[config.mk]
export PLATFORM = sky130hd
export DESIGN_NAME = axi4_qos_wrr_arbiter
export DESIGN_NICKNAME = d
export VERILOG_FILES = /design/src/rtl/axi4_arb_pkg.sv /design/src/rtl/axi4_arb_credit_ctr.sv /design/src/rtl/axi4_qos_wrr_arbiter.sv
export SDC_FILE = /design/constraint.sdc
export NUM_CORES = 1
export LEC_CHECK = 0
export ABC_AREA = 1
export CORE_ASPECT_RATIO = 1.4
export CORE_MARGIN = 1
export CORE_UTILIZATION = 52
export CTS_BUF_LIST = sky130_fd_sc_hd__clkbuf_8
export DETAILED_ROUTE_END_ITERATION = 8
export PLACE_DENSITY = 0.8
export SYNTH_ARGS = -nofsm -noshare
export SYNTH_HDL_FRONTEND = slang
export SYNTH_SLANG_ARGS = --single-unit
[constraint.sdc]
create_clock -name aclk -period 6.2 [get_ports aclk]
set_clock_uncertainty 0.05 [all_clocks]
set_input_delay 0.93 -clock aclk [delete_from_list [all_inputs] [get_ports aclk]]
set_output_delay 0.93 -clock aclk [all_outputs]
set_load 0.01 [all_outputs]
[src/rtl/axi4_arb_pkg.sv]
// Shared mode/state encodings and the rotating-priority picker used by the
// AXI4 QoS/WRR address-channel arbiter.
package axi4_arb_pkg;

  localparam logic [1:0] ARB_RR  = 2'd0;
  localparam logic [1:0] ARB_QOS = 2'd1;
  localparam logic [1:0] ARB_WRR = 2'd2;

  typedef logic [0:0] arb_state_t;
  localparam arb_state_t IDLE   = 1'b0;
  localparam arb_state_t LOCKED = 1'b1;

  // The picker works on a fixed-width mask, so instances need NUM_MASTERS <= ARB_MAX_M.
  localparam int ARB_MAX_M = 32;
  localparam int ARB_IDX_W = 5;

  // First set bit of mask at index >= ptr, wrapping modulo n; 0 when mask is empty.
  function automatic logic [ARB_IDX_W-1:0] rr_pick(
    input logic [ARB_MAX_M-1:0] mask,
    input logic [ARB_IDX_W-1:0] ptr,
    input int                   n
  );
    logic found;
    int   j;
    found   = 1'b0;
    rr_pick = {ARB_IDX_W{1'b0}};
    for (int k = 0; k < ARB_MAX_M; k++) begin
      j = (int'(ptr) + k) % n;
      if ((k < n) && !found && mask[j]) begin
        found   = 1'b1;
        rr_pick = ARB_IDX_W'(j);
      end else begin
        found = found;
      end
    end
  endfunction

endpackage

[src/rtl/axi4_arb_credit_ctr.sv]
// Per-master WRR credit counter and starvation age counter.
module axi4_arb_credit_ctr #(
  parameter int WEIGHT_WIDTH = 4,
  parameter int AGE_WIDTH    = 8
) (
  input  logic                    aclk,
  input  logic                    aresetn,
  input  logic [WEIGHT_WIDTH-1:0] i_weight,
  input  logic                    i_req,
  input  logic                    i_grant_now,
  input  logic                    i_held,
  input  logic                    i_wrr_dec,
  input  logic                    i_reload,
  output logic [WEIGHT_WIDTH-1:0] o_credit,
  output logic [AGE_WIDTH-1:0]    o_age
);

  logic [WEIGHT_WIDTH-1:0] r_credit;
  logic [AGE_WIDTH-1:0]    r_age;
  logic [WEIGHT_WIDTH-1:0] w_weight_eff;
  logic [WEIGHT_WIDTH-1:0] w_credit_base;

  // A zero weight still earns one grant per round; a reload happens before the decrement.
  always_comb begin
    w_weight_eff  = (i_weight == {WEIGHT_WIDTH{1'b0}}) ? WEIGHT_WIDTH'(1'b1) : i_weight;
    w_credit_base = i_reload ? w_weight_eff : r_credit;
  end

  always_ff @(posedge aclk) begin
    if (!aresetn) begin
      r_credit <= w_weight_eff;
    end else if (i_grant_now && i_wrr_dec) begin
      r_credit <= (w_credit_base != {WEIGHT_WIDTH{1'b0}}) ?
                  (w_credit_base - WEIGHT_WIDTH'(1'b1)) : {WEIGHT_WIDTH{1'b0}};
    end else if (i_reload) begin
      r_credit <= w_weight_eff;
    end else begin
      r_credit <= r_credit;
    end
  end

  // Age freezes while this master holds the lock and saturates at all-ones.
  always_ff @(posedge aclk) begin
    if (!aresetn) begin
      r_age <= {AGE_WIDTH{1'b0}};
    end else if (!i_req || i_grant_now) begin
      r_age <= {AGE_WIDTH{1'b0}};
    end else if (i_held || (r_age == {AGE_WIDTH{1'b1}})) begin
      r_age <= r_age;
    end else begin
      r_age <= r_age + AGE_WIDTH'(1'b1);
    end
  end

  assign o_credit = r_credit;
  assign o_age    = r_age;

endmodule

[src/rtl/axi4_qos_wrr_arbiter.sv]
// N-master AXI4 address-channel arbiter: transaction-locked grants chosen by
// round robin, QoS or weighted round robin, with starvation aging overriding all.
module axi4_qos_wrr_arbiter
  import axi4_arb_pkg::*;
#(
  parameter int NUM_MASTERS   = 4,
  parameter int ID_WIDTH      = 4,
  parameter int WEIGHT_WIDTH  = 4,
  parameter int AGE_WIDTH     = 8,
  parameter int AGE_THRESHOLD = 64
) (
  input  logic                              aclk,
  input  logic                              aresetn,
  input  logic [1:0]                        cfg_mode,
  input  logic [WEIGHT_WIDTH*NUM_MASTERS-1:0] cfg_weight,
  input  logic [NUM_MASTERS-1:0]            req,
  input  logic [4*NUM_MASTERS-1:0]          req_qos,
  input  logic [ID_WIDTH*NUM_MASTERS-1:0]   req_id,
  input  logic                              txn_done,
  output logic [NUM_MASTERS-1:0]            grant,
  output logic [$clog2(NUM_MASTERS)-1:0]    grant_idx,
  output logic                              grant_valid,
  output logic [3:0]                        granted_qos,
  output logic [ID_WIDTH-1:0]               granted_id,
  output logic                              urgent_grant
);

  localparam int IDX_W = $clog2(NUM_MASTERS);

  arb_state_t              r_state;
  logic [NUM_MASTERS-1:0]  r_grant;
  logic [IDX_W-1:0]        r_grant_idx;
  logic                    r_grant_valid;
  logic [3:0]              r_qos;
  logic [ID_WIDTH-1:0]     r_id;
  logic                    r_urgent;
  logic [IDX_W-1:0]        r_rr_ptr;

  logic [AGE_WIDTH-1:0]    w_age    [NUM_MASTERS];
  logic [WEIGHT_WIDTH-1:0] w_credit [NUM_MASTERS];
  logic [NUM_MASTERS-1:0]  w_urgent;
  logic [NUM_MASTERS-1:0]  w_credit_ok;
  logic [NUM_MASTERS-1:0]  w_qos_cand;
  logic [3:0]              w_max_qos;
  logic                    w_any_urgent;
  logic                    w_all_spent;
  logic                    w_reload;
  logic [NUM_MASTERS-1:0]  w_cand;
  logic [IDX_W-1:0]        w_win;
  logic [NUM_MASTERS-1:0]  w_win_onehot;
  logic [IDX_W-1:0]        w_next_ptr;
  logic                    w_arb;

  // Per-master urgency, remaining WRR credit and the highest requesting QoS.
  always_comb begin
    w_urgent    = {NUM_MASTERS{1'b0}};
    w_credit_ok = {NUM_MASTERS{1'b0}};
    w_qos_cand  = {NUM_MASTERS{1'b0}};
    w_max_qos   = 4'd0;
    for (int i = 0; i < NUM_MASTERS; i++) begin
      w_urgent[i]    = req[i] && (w_age[i] >= AGE_WIDTH'(AGE_THRESHOLD));
      w_credit_ok[i] = req[i] && (w_credit[i] != {WEIGHT_WIDTH{1'b0}});
      if (req[i] && (req_qos[4*i +: 4] > w_max_qos)) begin
        w_max_qos = req_qos[4*i +: 4];
      end else begin
        w_max_qos = w_max_qos;
      end
    end
    for (int i = 0; i < NUM_MASTERS; i++) begin
      w_qos_cand[i] = req[i] && (req_qos[4*i +: 4] == w_max_qos);
    end
  end

  // Candidate selection; urgency wins over the configured mode, ties go to the rr pointer.
  always_comb begin
    w_any_urgent = |w_urgent;
    w_all_spent  = (|req) && !(|w_credit_ok);
    w_reload     = 1'b0;
    w_cand       = req;
    if (w_any_urgent) begin
      w_cand = w_urgent;
    end else begin
      case (cfg_mode)
        ARB_QOS: w_cand = w_qos_cand;
        ARB_WRR: begin
          if (w_all_spent) begin
            w_cand   = req;
            w_reload = 1'b1;
          end else begin
            w_cand   = w_credit_ok;
            w_reload = 1'b0;
          end
        end
        default: w_cand = req;
      endcase
    end
    w_win        = IDX_W'(rr_pick(ARB_MAX_M'(w_cand), ARB_IDX_W'(r_rr_ptr), NUM_MASTERS));
    w_win_onehot = {{(NUM_MASTERS-1){1'b0}}, 1'b1} << w_win;
    w_next_ptr   = (w_win == IDX_W'(NUM_MASTERS - 1)) ? {IDX_W{1'b0}} : (w_win + IDX_W'(1'b1));
    w_arb        = (r_state == IDLE) && (|req);
  end

  for (genvar g = 0; g < NUM_MASTERS; g++) begin : g_ctr
    axi4_arb_credit_ctr #(
      .WEIGHT_WIDTH (WEIGHT_WIDTH),
      .AGE_WIDTH    (AGE_WIDTH)
    ) u_ctr (
      .aclk        (aclk),
      .aresetn     (aresetn),
      .i_weight    (cfg_weight[g*WEIGHT_WIDTH +: WEIGHT_WIDTH]),
      .i_req       (req[g]),
      .i_grant_now (w_arb && (w_win == IDX_W'(g))),
      .i_held      (r_grant[g]),
      .i_wrr_dec   (cfg_mode == ARB_WRR),
      .i_reload    (w_arb && w_reload),
      .o_credit    (w_credit[g]),
      .o_age       (w_age[g])
    );
  end

  // Grant FSM: capture the winner in IDLE, hold it until txn_done, then one idle bubble.
  always_ff @(posedge aclk) begin
    if (!aresetn) begin
      r_state       <= IDLE;
      r_grant       <= {NUM_MASTERS{1'b0}};
      r_grant_idx   <= {IDX_W{1'b0}};
      r_grant_valid <= 1'b0;
      r_qos         <= 4'd0;
      r_id          <= {ID_WIDTH{1'b0}};
      r_urgent      <= 1'b0;
      r_rr_ptr      <= {IDX_W{1'b0}};
    end else begin
      case (r_state)
        IDLE: begin
          if (w_arb) begin
            r_state       <= LOCKED;
            r_grant       <= w_win_onehot;
            r_grant_idx   <= w_win;
            r_grant_valid <= 1'b1;
            r_qos         <= req_qos[4*w_win +: 4];
            r_id          <= req_id[ID_WIDTH*w_win +: ID_WIDTH];
            r_urgent      <= w_any_urgent;
            r_rr_ptr      <= w_next_ptr;
          end else begin
            r_urgent      <= 1'b0;
          end
        end
        LOCKED: begin
          r_urgent <= 1'b0;
          if (txn_done) begin
            r_state       <= IDLE;
            r_grant       <= {NUM_MASTERS{1'b0}};
            r_grant_idx   <= {IDX_W{1'b0}};
            r_grant_valid <= 1'b0;
            r_qos         <= 4'd0;
            r_id          <= {ID_WIDTH{1'b0}};
          end else begin
            r_state       <= LOCKED;
          end
        end
        default: begin
          r_state       <= IDLE;
          r_grant       <= {NUM_MASTERS{1'b0}};
          r_grant_valid <= 1'b0;
          r_urgent      <= 1'b0;
        end
      endcase
    end
  end

  assign grant        = r_grant;
  assign grant_idx    = r_grant_idx;
  assign grant_valid  = r_grant_valid;
  assign granted_qos  = r_qos;
  assign granted_id   = r_id;
  assign urgent_grant = r_urgent;

endmodule

==> out/results.tsv, run 1 <==
stage	metric	value	unit
critical_path	criticalPathCategory	in -> reg	
timing	final_hold_viol_count	0	
place	gp_congestion	0.999	
floorplan	die_w	85.3	um
clock_tree	path_clk_slew	80	ps
synthesis	synth_seq_cells	67	
timing	relSlewSlack	11.2	%
critical_path	cp_max_fo	7	
power	p_leak	0.00306	uW
grt	antenna_found_initial	0	
clock_tree	cts_buffers	9	
final_layout	finalNonFillerCells	1019	
timing	slew_violations	0	
synthesis	synth_nets	845	
floorplan	rows	42	
clock_tree	clock_path_buffers	2	
critical_path	cp.arrival	6090	ps
final_layout	area_growth	39.5	%
place	hpwl	11600	um
timing	tightest_slew	1320	ps
floorplan	core	0.00946	sq mm
detailed_routing	drt_wl_total	16100	um
synthesis	synth_ff_type	dfxtp_1	
final_layout	drive_gt1_share	27.2	%
power	powerDensity	324	mW/mm^2
final_layout	final_cell_mix	nand2_1 (140), inv_1 (102), nand3_1 (84), buf_4 (74), dfxtp_1 (67)	
timing	timing.final.crit_share	95.6	%
place	post_dp_cell_area	0.00625	sq mm
floorplan	start_util	53.5	%
detailed_routing	wire_per_inst	15.8	um
floorplan	ioPinCount	73	
critical_path	end_kind	flip-flop	
detailed_routing	firstDrtPassIters	5	
clock_tree	cts.sinks	67	
power	peakVddDrop	0.000199	V
worst_hold_path	hold_class	reg -> reg	
detailed_routing	vias	5822	
job	maxCapViolCount	0	
critical_path	cp.required	6370	ps
synthesis	synthDistinctLibCells	46	
final_layout	multi_input_area	0.00364	sq mm
clock_tree	cts_root_buf	clkbuf_8	
status	outcome	finished clean	
clock_tree	cts-htree-levels	3	
synthesis	async_reset_ff_share	0	%
grt	grt_max_degree	36	
critical_path	cp_common_cell	nand2_1	
synthesis	syn_area_per_cell	6.60	sq um
final_layout	antenna-diode-count	0	
place	pre_cts_ws	-814	ps
detailed_routing	antenna_left	0	
grt	grt_pass1_vias	5691	
grt	grt-ovfl-total	0	
detailed_routing	drtIter0Drc	453	
synthesis	synth.yosys.warnings	0	
floorplan	fp.dieArea	0.0101	sq mm
power	p_total	2280	uW
final_layout	finalInstanceArea	0.00705	sq mm
timing	period_minus_slack	5930	ps
timing	final.setup.tns	0	ps
grt	grt_pass1_wl	25000	um
timing	fmax	0.169	GHz
final_layout	regArea	0.00134	sq mm
grt	grt.total_usage	31.0	%
final_layout	fin_nets	983	
timing	setup_viol	0	
synthesis	synth_cells	766	
final_layout	layout_commonest_cell	nand2_1	
clock_tree	clk_latency	360	ps
final_layout	fill_cells	703	
timing	setup_slack	272	ps
place	dp_cells	988	
detailed_routing	drc	0	
detailed_routing	vias_per_cell	5.71	
synthesis	synth_edf_count	0	
critical_path	slowest_delay	270	ps
synthesis	syn-cell-area	0.00506	sq mm
timing	rsz0062_at_grt	true	
place	port_buffers	72	
critical_path	cpMaxStageDelayCell	ha_4	
clock_tree	cts_tree	yes	
synthesis	seq_area_frac_synth	26.5	%
floorplan	die_h	119	um
critical_path	startpoint_type	primary input	
==> metrics by stage <==
| stage | hold slack, ps | util, % |
|---|---|---|
| 5_1_grt | 441 | 74.6 |
| 3_3_place_gp | 395 | 66.1 |
| 3_5_place_dp | 409 | 66.1 |
| 4_1_cts | 421 | 71.2 |
| 6_report | 419 | 74.6 |
| 2_1_floorplan | 385 | - |
==> final cells by class <==
type / count / area share, %
Tap cell: 110 / 1.95
Multi-Input combinational cell: 564 / 51.6
Clock buffer: 11 / 2.15
Clock inverter: 5 / 0.763
Sequential cell: 67 / 19.0
Inverter: 115 / 6.48
Timing Repair Buffer: 147 / 18.1
==> registers in the layout, indices dropped and copies added, names as in the netlist, 2 cells and up <==
register,flops
grant_idx,2
grant,4
g_ctr.u_ctr.o_age,32
r_rr_ptr,2
granted_id,4
g_ctr.u_ctr.o_credit,16
granted_qos,4
==> Yosys cell counts, types with 5 or more instances <==
cell	n	share of area [%]
nor2_1	43	3.2
nand3_2	22	4.4
nand3_1	89	8.8
inv_1	108	8.0
dfxtp_1	67	27
nor4_1	7	0.87
xor2_1	6	1.0
inv_2	5	0.37
o21ai_0	52	5.1
nand2_2	22	2.7
or2_2	6	0.74
a21oi_1	60	5.9
nor3_1	6	0.59
o21ai_1	5	0.49
ha_1	22	5.4
clkbuf_1	9	0.67
nand2_1	169	13
buf_4	5	0.74
a31oi_1	10	1.2
==> kinds of logic (layout without fill, tap and decap cells) <==
| family | count (synthesis) | in the layout | synth area share [%] |
|---|---|---|---|
| compound gates | 147 | 147 | 16.2 |
| xor+xnor | 6 | 6 | 1.04 |
| fa+ha+maj | 22 | 22 | 5.44 |
| buf+inv | 135 | 278 | 11.1 |
| flops | 67 | 67 | 26.5 |
| simple gates | 389 | 389 | 39.8 |
==> worst paths after layout <==
| kind | start | to | slack [ps] | depth (start not counted) |
|---|---|---|---|---|
| worst max-delay path | req_qos[2] | g_ctr[1].u_ctr.o_credit[3] | 270 | 49 |
| worst min-delay path | granted_qos[1] | granted_qos[1] | 420 | 2 |
| worst min register to register | granted_qos[1] | granted_qos[1] | 420 | 2 |
| worst max register to register | g_ctr[2].u_ctr.o_credit[0] | g_ctr[1].u_ctr.o_credit[3] | 2560 | 23 |
==> worst max-delay path, delay by kind of cell <==
| kind | cells | cell delay (ps) |
|---|---|---|
| AO/OA/AOI/OAI | 3 | 260 |
| adder cells (fa/ha/maj) | 4 | 880 |
| buffers and inverters | 9 | 830 |
| AND/OR/NAND/NOR | 33 | 3160 |
==> metal layers <==
metal,share of wire (%),global-route usage (%),wire length (um)
met1,36,31.2,5800
met2,52,58.1,8400
met3,5.4,4.75,860
met4,6.2,20.0,999
met5,0,0,0
==> power breakdown <==
group / total, uW / internal [uW] / switching (uW) / leakage [uW]
combinational: 1350 / 570 / 778 / 0.00240
sequential: 555 / 497 / 58.5 / 0.000550
clock: 378 / 205 / 173 / 0.000108
total: 2280 / 1270 / 1010 / 0.00306
==> timing repair <==
action	4_1_cts	5_1_grt
endpoints found under the hold margin	0	0
pin swaps	29	54
gates resized for setup	56	97
setup endpoints to repair	48	55
buffers inserted	8	7
hold buffers	0	0
No activity file was read; power rests on OpenSTA's default activity.
==> inputs of run 2 (changes only) <==
--- a/config.mk
+++ b/config.mk
@@ -7,7 +7,6 @@
 export LEC_CHECK = 0
 export ABC_AREA = 1
 export CORE_ASPECT_RATIO = 1.4
-export CORE_MARGIN = 1
 export CORE_UTILIZATION = 52
 export CTS_BUF_LIST = sky130_fd_sc_hd__clkbuf_8
 export DETAILED_ROUTE_END_ITERATION = 8
==> results of run 2 <==
The final DEF is identical to that of run 1; final timing and power are the same.
==> inputs of run 3 (changes only) <==
--- a/config.mk
+++ b/config.mk
@@ -10,6 +10,7 @@
 export CORE_UTILIZATION = 52
 export CTS_BUF_LIST = sky130_fd_sc_hd__clkbuf_8
 export DETAILED_ROUTE_END_ITERATION = 8
+export HOLD_SLACK_MARGIN = 0.05
 export PLACE_DENSITY = 0.8
 export SYNTH_ARGS = -nofsm -noshare
 export SYNTH_HDL_FRONTEND = slang
==> results of run 3 <==
The final DEF is identical to that of run 1; final timing and power are the same.
